==> config.mk <==
export PLATFORM = sky130hd
export DESIGN_NAME = hazard_unit_mc
export DESIGN_NICKNAME = d
export VERILOG_FILES = /design/src/rtl/hazard_pkg.sv /design/src/rtl/md_tracker.sv /design/src/rtl/hazard_unit_mc.sv
export SDC_FILE = /design/constraint.sdc
export NUM_CORES = 1
export LEC_CHECK = 0
export ABC_CLOCK_PERIOD_IN_PS = 3800
export BUFFER_PORTS_ARGS = -buffer_cell sky130_fd_sc_hd__buf_2
export CAP_MARGIN = 10
export CORE_MARGIN = 2
export CORE_UTILIZATION = 49
export DETAILED_ROUTE_END_ITERATION = 10
export PLACE_DENSITY_LB_ADDON = 0.12
export SLEW_MARGIN = 0
export SYNTH_ARGS = -nofsm -noshare
export SYNTH_HDL_FRONTEND = slang
export SYNTH_SLANG_ARGS = --single-unit
==> constraint.sdc <==
create_clock -name clk -period 3.8 [get_ports clk]
set_input_delay 0.95 -clock clk [delete_from_list [all_inputs] [get_ports clk]]
set_output_delay 0.95 -clock clk [all_outputs]
set_load 0.02 [all_outputs]
==> src/rtl/hazard_pkg.sv <==
// Shared types and constants for the multi-cycle hazard unit.
// The MDU tracker state and the E-stage operand select encodings live here.
package hazard_pkg;

   typedef enum logic [1:0] {
      IDLE,
      BUSY,
      DONE
   } mdu_state_t;

   localparam logic [1:0] FWD_RF = 2'b00;
   localparam logic [1:0] FWD_W  = 2'b01;
   localparam logic [1:0] FWD_M  = 2'b10;

endpackage

==> src/rtl/md_tracker.sv <==
// Tracks the single outstanding MDU operation: countdown, destination latch,
// and the structural/RAW/WAW stall it imposes on the instruction in D.
module md_tracker
   import hazard_pkg::*;
#(
   parameter int unsigned REGW    = 5,
   parameter int unsigned MDLAT   = 4,
   parameter int unsigned CNTW_MD = 4
) (
   input  logic            clk,
   input  logic            reset,
   input  logic            mdstartD,
   input  logic            stallD,
   input  logic            regwriteD,
   input  logic [REGW-1:0] rsD,
   input  logic [REGW-1:0] rtD,
   input  logic [REGW-1:0] writeregD,
   input  logic [REGW-1:0] mdregD,
   output logic            mdbusy,
   output logic            mddone,
   output logic            mdstall,
   output logic [REGW-1:0] mdreg
);

   mdu_state_t         state_q;
   logic [CNTW_MD-1:0] count_q;
   logic [REGW-1:0]    mdreg_q;

   always_ff @(posedge clk or posedge reset) begin
      if (reset) begin
         state_q <= IDLE;
         count_q <= '0;
         mdreg_q <= '0;
      end else begin
         unique case (state_q)
            IDLE: begin
               if (mdstartD && !stallD) begin
                  state_q <= BUSY;
                  count_q <= CNTW_MD'(MDLAT - 1);
                  mdreg_q <= mdregD;
               end
            end
            BUSY: begin
               if (count_q == '0) state_q <= DONE;
               else               count_q <= count_q - 1'b1;
            end
            DONE:    state_q <= IDLE;
            default: state_q <= IDLE;
         endcase
      end
   end

   logic busy_st;
   logic reg_nz;
   logic structural;
   logic raw;
   logic waw;

   // The regfile writes in the first half-cycle, so DONE needs no RAW/WAW stall.
   always_comb begin
      busy_st    = (state_q == BUSY);
      reg_nz     = (mdreg_q != '0);
      structural = mdstartD && (state_q != IDLE);
      raw        = busy_st && reg_nz && ((rsD == mdreg_q) || (rtD == mdreg_q));
      waw        = busy_st && reg_nz && regwriteD && (writeregD == mdreg_q);
      mdstall    = structural || raw || waw;
      mdbusy     = (state_q != IDLE);
      mddone     = (state_q == DONE);
      mdreg      = mdreg_q;
   end

endmodule

==> src/rtl/hazard_unit_mc.sv <==
// Pipeline hazard unit: D/E forwarding, load-use / branch / MDU stalls and
// flushes, plus a saturating stall-cycle counter for performance monitoring.
module hazard_unit_mc
   import hazard_pkg::*;
#(
   parameter int unsigned REGW    = 5,
   parameter int unsigned MDLAT   = 4,
   parameter int unsigned CNTW_MD = 4,
   parameter int unsigned CNTW    = 16
) (
   input  logic            clk,
   input  logic            reset,
   input  logic [REGW-1:0] rsD,
   input  logic [REGW-1:0] rtD,
   input  logic [REGW-1:0] rsE,
   input  logic [REGW-1:0] rtE,
   input  logic [REGW-1:0] writeregD,
   input  logic [REGW-1:0] writeregE,
   input  logic [REGW-1:0] writeregM,
   input  logic [REGW-1:0] writeregW,
   input  logic            regwriteD,
   input  logic            regwriteE,
   input  logic            regwriteM,
   input  logic            regwriteW,
   input  logic            memtoregE,
   input  logic            memtoregM,
   input  logic            branchD,
   input  logic            bneD,
   input  logic            jrD,
   input  logic            takenD,
   input  logic            mdstartD,
   input  logic [REGW-1:0] mdregD,
   input  logic            stallclr,
   output logic            forwardaD,
   output logic            forwardbD,
   output logic [1:0]      forwardaE,
   output logic [1:0]      forwardbE,
   output logic            stallF,
   output logic            stallD,
   output logic            flushE,
   output logic            flushD,
   output logic            mdbusy,
   output logic            mddone,
   output logic [REGW-1:0] mdreg,
   output logic [CNTW-1:0] stallcnt
);

   logic lwstall;
   logic branchstall;
   logic mdstall;
   logic ctrl_d;

   function automatic logic [1:0] fwd_e(input logic [REGW-1:0] src,
                                        input logic [REGW-1:0] wm, input logic rwm,
                                        input logic [REGW-1:0] ww, input logic rww);
      logic [1:0] sel;
      sel = FWD_RF;
      if (src != '0) begin
         if (rwm && (src == wm))      sel = FWD_M;
         else if (rww && (src == ww)) sel = FWD_W;
      end
      return sel;
   endfunction

   always_comb begin
      forwardaE = fwd_e(rsE, writeregM, regwriteM, writeregW, regwriteW);
      forwardbE = fwd_e(rtE, writeregM, regwriteM, writeregW, regwriteW);
      forwardaD = (rsD != '0) && regwriteM && (rsD == writeregM);
      forwardbD = (rtD != '0) && regwriteM && (rtD == writeregM);

      ctrl_d      = branchD || bneD || jrD;
      lwstall     = memtoregE && ((rtE == rsD) || (rtE == rtD));
      branchstall = ctrl_d &&
                    ((regwriteE && ((writeregE == rsD) || (writeregE == rtD))) ||
                     (memtoregM && ((writeregM == rsD) || (writeregM == rtD))));

      stallD = lwstall || branchstall || mdstall;
      stallF = stallD;
      flushE = stallD;
      flushD = takenD && !stallD;
   end

   // stallD feeds only the tracker's registered accept, so there is no comb loop.
   md_tracker #(
      .REGW    (REGW),
      .MDLAT   (MDLAT),
      .CNTW_MD (CNTW_MD)
   ) u_md_tracker (
      .clk       (clk),
      .reset     (reset),
      .mdstartD  (mdstartD),
      .stallD    (stallD),
      .regwriteD (regwriteD),
      .rsD       (rsD),
      .rtD       (rtD),
      .writeregD (writeregD),
      .mdregD    (mdregD),
      .mdbusy    (mdbusy),
      .mddone    (mddone),
      .mdstall   (mdstall),
      .mdreg     (mdreg)
   );

   always_ff @(posedge clk or posedge reset) begin
      if (reset) begin
         stallcnt <= '0;
      end else if (stallclr) begin
         stallcnt <= '0;
      end else if (stallD && (stallcnt != '1)) begin
         stallcnt <= stallcnt + 1'b1;
      end
   end

endmodule
==> metrics.md <==
| Metric | Value |
|---|---|
| RSZ-0062 raised after global routing | `no` |
| Post-Route WL | `around 5600 um` |
| Average via count per standard cell | `5.42` |
| Static leakage | `0.00131 uW` |
| Crit-path most repeated cell | `buf_2` |
| Critical path peak fanout | `5` |
| CTS tree | `done` |
| Worst EP arrival | `2.34 ns` |
| NumNets Final | `approximately 410` |
| Setup total negative slack | `0 ns` |
| Seq cells post-synth | `27` |
| Most used flip-flop cell after synthesis | `dfrtp_1` |
| Slew of the pin with the lowest slew margin | `roughly 1.0 ns` |
| Synth async-reset ratio | `100%` |
| Die W | `approximately 73 um` |
| VDD IR-drop max | `~270 uV` |
| # hold bufs at CTS | `0` |
| Gpl congestion | `~0.9` |
| First-pass GRT wire length | `approximately 9000 um` |
| Ranking of synthesized cells by area | `dfrtp_1, xor2_1, xnor2_1` |
| Post-DP HPWL | `between 4000 and 5000 um` |
| Min-delay worst type | `reg2reg` |
| Worst Setup Slack post-DPL | `just under 0.5 ns` |
| Share of cells above drive strength 1 | `a little under a third` |
| Total number of vias | `around 2200` |
| Top Ports | `92` |
| WP data required | `about 2.9 ns` |
| H-tree Lvls | `1` |
| Crit end category | `output port` |
| Post-CTS Setup Repair Bufs | `0` |
| Startpoint types | `input pin` |
| CTS clk-pin slew, worst paths | `approximately 0.09 ns` |
| Syn_nets | `between 300 and 400` |
| Setup ws final | `~0.51 ns` |
| Total track usage | `a little over a fifth` |
| Synth top cells by count | `xor2_1, dfrtp_1, xnor2_1` |
| Slew Viols, Final | `0` |
| Post-DRT Antenna Nets | `0` |
| Most frequent cell after synthesis | `xor2_1` |
| DRC viols | `0` |
| Max Clock Freq | `a little over 0.3 GHz` |
| Initial antenna violation count | `0` |
| Total CTS buffers | `3` |
| Power Dens Cells | `about 430 nW/um^2` |
| # rows | `25` |
| Max-Cap Viols | `0` |
| Diodes inserted | `0` |
| Clk sinks | `27` |
| Die area | `around 5300 sq um` |
| Synth unique cells | `32` |
| 1st-iter DRT viols | `73` |
| Average size of a mapped cell | `approximately 8.4 sq um` |
| Worst stage delay on the critical path | `0.28 ns` |
| I/O Buffers | `91` |
| Relative slew slack | `approximately a third` |
| Setup violations, final | `0` |
| WL/cell | `between 10 and 15 um` |
| Post-synth top area cell | `dfrtp_1` |
| Period utilization | `86.6%` |
| Die H | `around 73 um` |
| Area share of the largest cell type after synthesis | `29.2%` |
| Initial Utilization | `around half` |
| Placed instance area | `approximately 2700 sq um` |
| Ys Warns | `0` |
| Post-CTS Resized | `0` |
| Fill cells | `452` |
| Setup Skew | `between 0.006 and 0.007 ns` |
| Root Buffer | `clkbuf_8` |
| Largest net degree at the start of global routing | `34` |
| Post-synthesis cell count | `~280` |
| Worst skew pair latency | `between 0.2 and 0.3 ns` |
| Critical-path cell list | `buf_2, xor2_1, nor4_1, a32oi_1, o211ai_2, a211oi_4, and2_1, buf_2` |
| GR Overflow Total | `0` |
| Synth-to-layout area growth | `19.8%` |
| Slowest-stage cell, CP | `a211oi_4` |
| CTS max path bufs | `2` |
| Final min period | `3.29 ns` |
| Seq/Total Area, Yosys | `about 29%` |
| Number of synthesized flops with an enable pin | `0` |
| Crit Path Category | `in2out` |
| Final hold slack | `0.553 ns` |
| Mapped cell area | `2310 sq um` |
| Final hold vios | `0` |
| Status | `finished clean` |
| Core area | `approximately 4600 sq um` |
| Vias in the first global route | `~2100` |
| Drt first pass iters | `4` |
| Final Cell Area | `about 2800 sq um` |
sequential cells by signal, summed over array words and instances, names as in the netlist:
name                  flops
stallcnt                 16
u_md_tracker.count_q      4
u_md_tracker.mdreg        5
u_md_tracker.state_q      2
cell usage in the layout, fill, tap and decap left out, types with 6 or more instances in the layout:
cell	n
buf_2	91
xor2_1	44
dfrtp_1	27
xnor2_1	22
a21oi_1	21
nand2_1	16
o21ai_0	15
or3_1	14
nand3_1	13
nor3_1	10
nor2_1	10
mux2_2	8
nor4_1	7
nand4_1	7
and3_1	6
inv_1	6
logic make-up after synthesis:
family          count (synthesis)  synth area share (%)
xor+xnor                       66                  25.0
compound gates                 42                  10.6
mux                             9                  4.32
fa+ha+maj                       3                  1.62
flops                          27                  29.2
simple gates                  100                  23.3
buf+inv                        29                  6.00
worst max-delay path, delay by kind of cell:
kind | cells | cell delay, ns
AO/OA/AOI/OAI | 3 | 0.64
XOR/XNOR | 1 | 0.18
buffers and inverters | 2 | 0.33
AND/OR/NAND/NOR | 2 | 0.23
area by class of cell:
class                   count  area [sq um]  area share [%]
inverters                   6          22.5           0.812
multi-input cells         220          1500            54.1
repair buffers             92           463            16.7
clock buffers               4          45.0            1.62
flip-flops and latches     27           676            24.4
well taps                  54          67.6            2.44
through the flow:
stage / power, uW / util, % / std cells
2_1_floorplan: 887 / - / 276
3_3_place_gp: 1040 / 58.9 / 399
3_5_place_dp: 1050 / 58.9 / 399
4_1_cts: 1210 / 59.9 / 403
5_1_grt: 1300 / 59.9 / 403
6_report: 1200 / 59.9 / 403
routing by layer:
layer / vias up / share of wire, % / GRT usage (%)
met3: 6 / 4.3 / 1.66
met1: 1036 / 43 / 25.5
li1: 1089 / - / -
met2: 55 / 52 / 40.5
met5: - / 0 / 0
met4: 0 / 1.3 / 6.58
path summary, 6_finish.rpt:
path / slack (ns) / end / startpoint / cells past startpoint
max: 0.51 / flushD / rtD[1] / 8
min: 0.55 / u_md_tracker.count_q[1] / u_md_tracker.count_q[1] / 1
max reg2reg: 1.31 / stallcnt[14] / stallcnt[0] / 8
min reg2reg: 0.55 / u_md_tracker.count_q[1] / u_md_tracker.count_q[1] / 1
max in group asynchronous: 2.29 / u_md_tracker.mdreg[3] / reset / 2
min in group asynchronous: 0.91 / stallcnt[7] / reset / 2
report_power, final:
group	internal (uW)	leakage (uW)	total [uW]	switching [uW]
sequential	348	0.000353	439	91.2
combinational	260	0.000929	600	340
clock	75.0	0.0000228	160	84.6
total	683	0.00131	1200	515
Power figures use the tool's default switching activity.
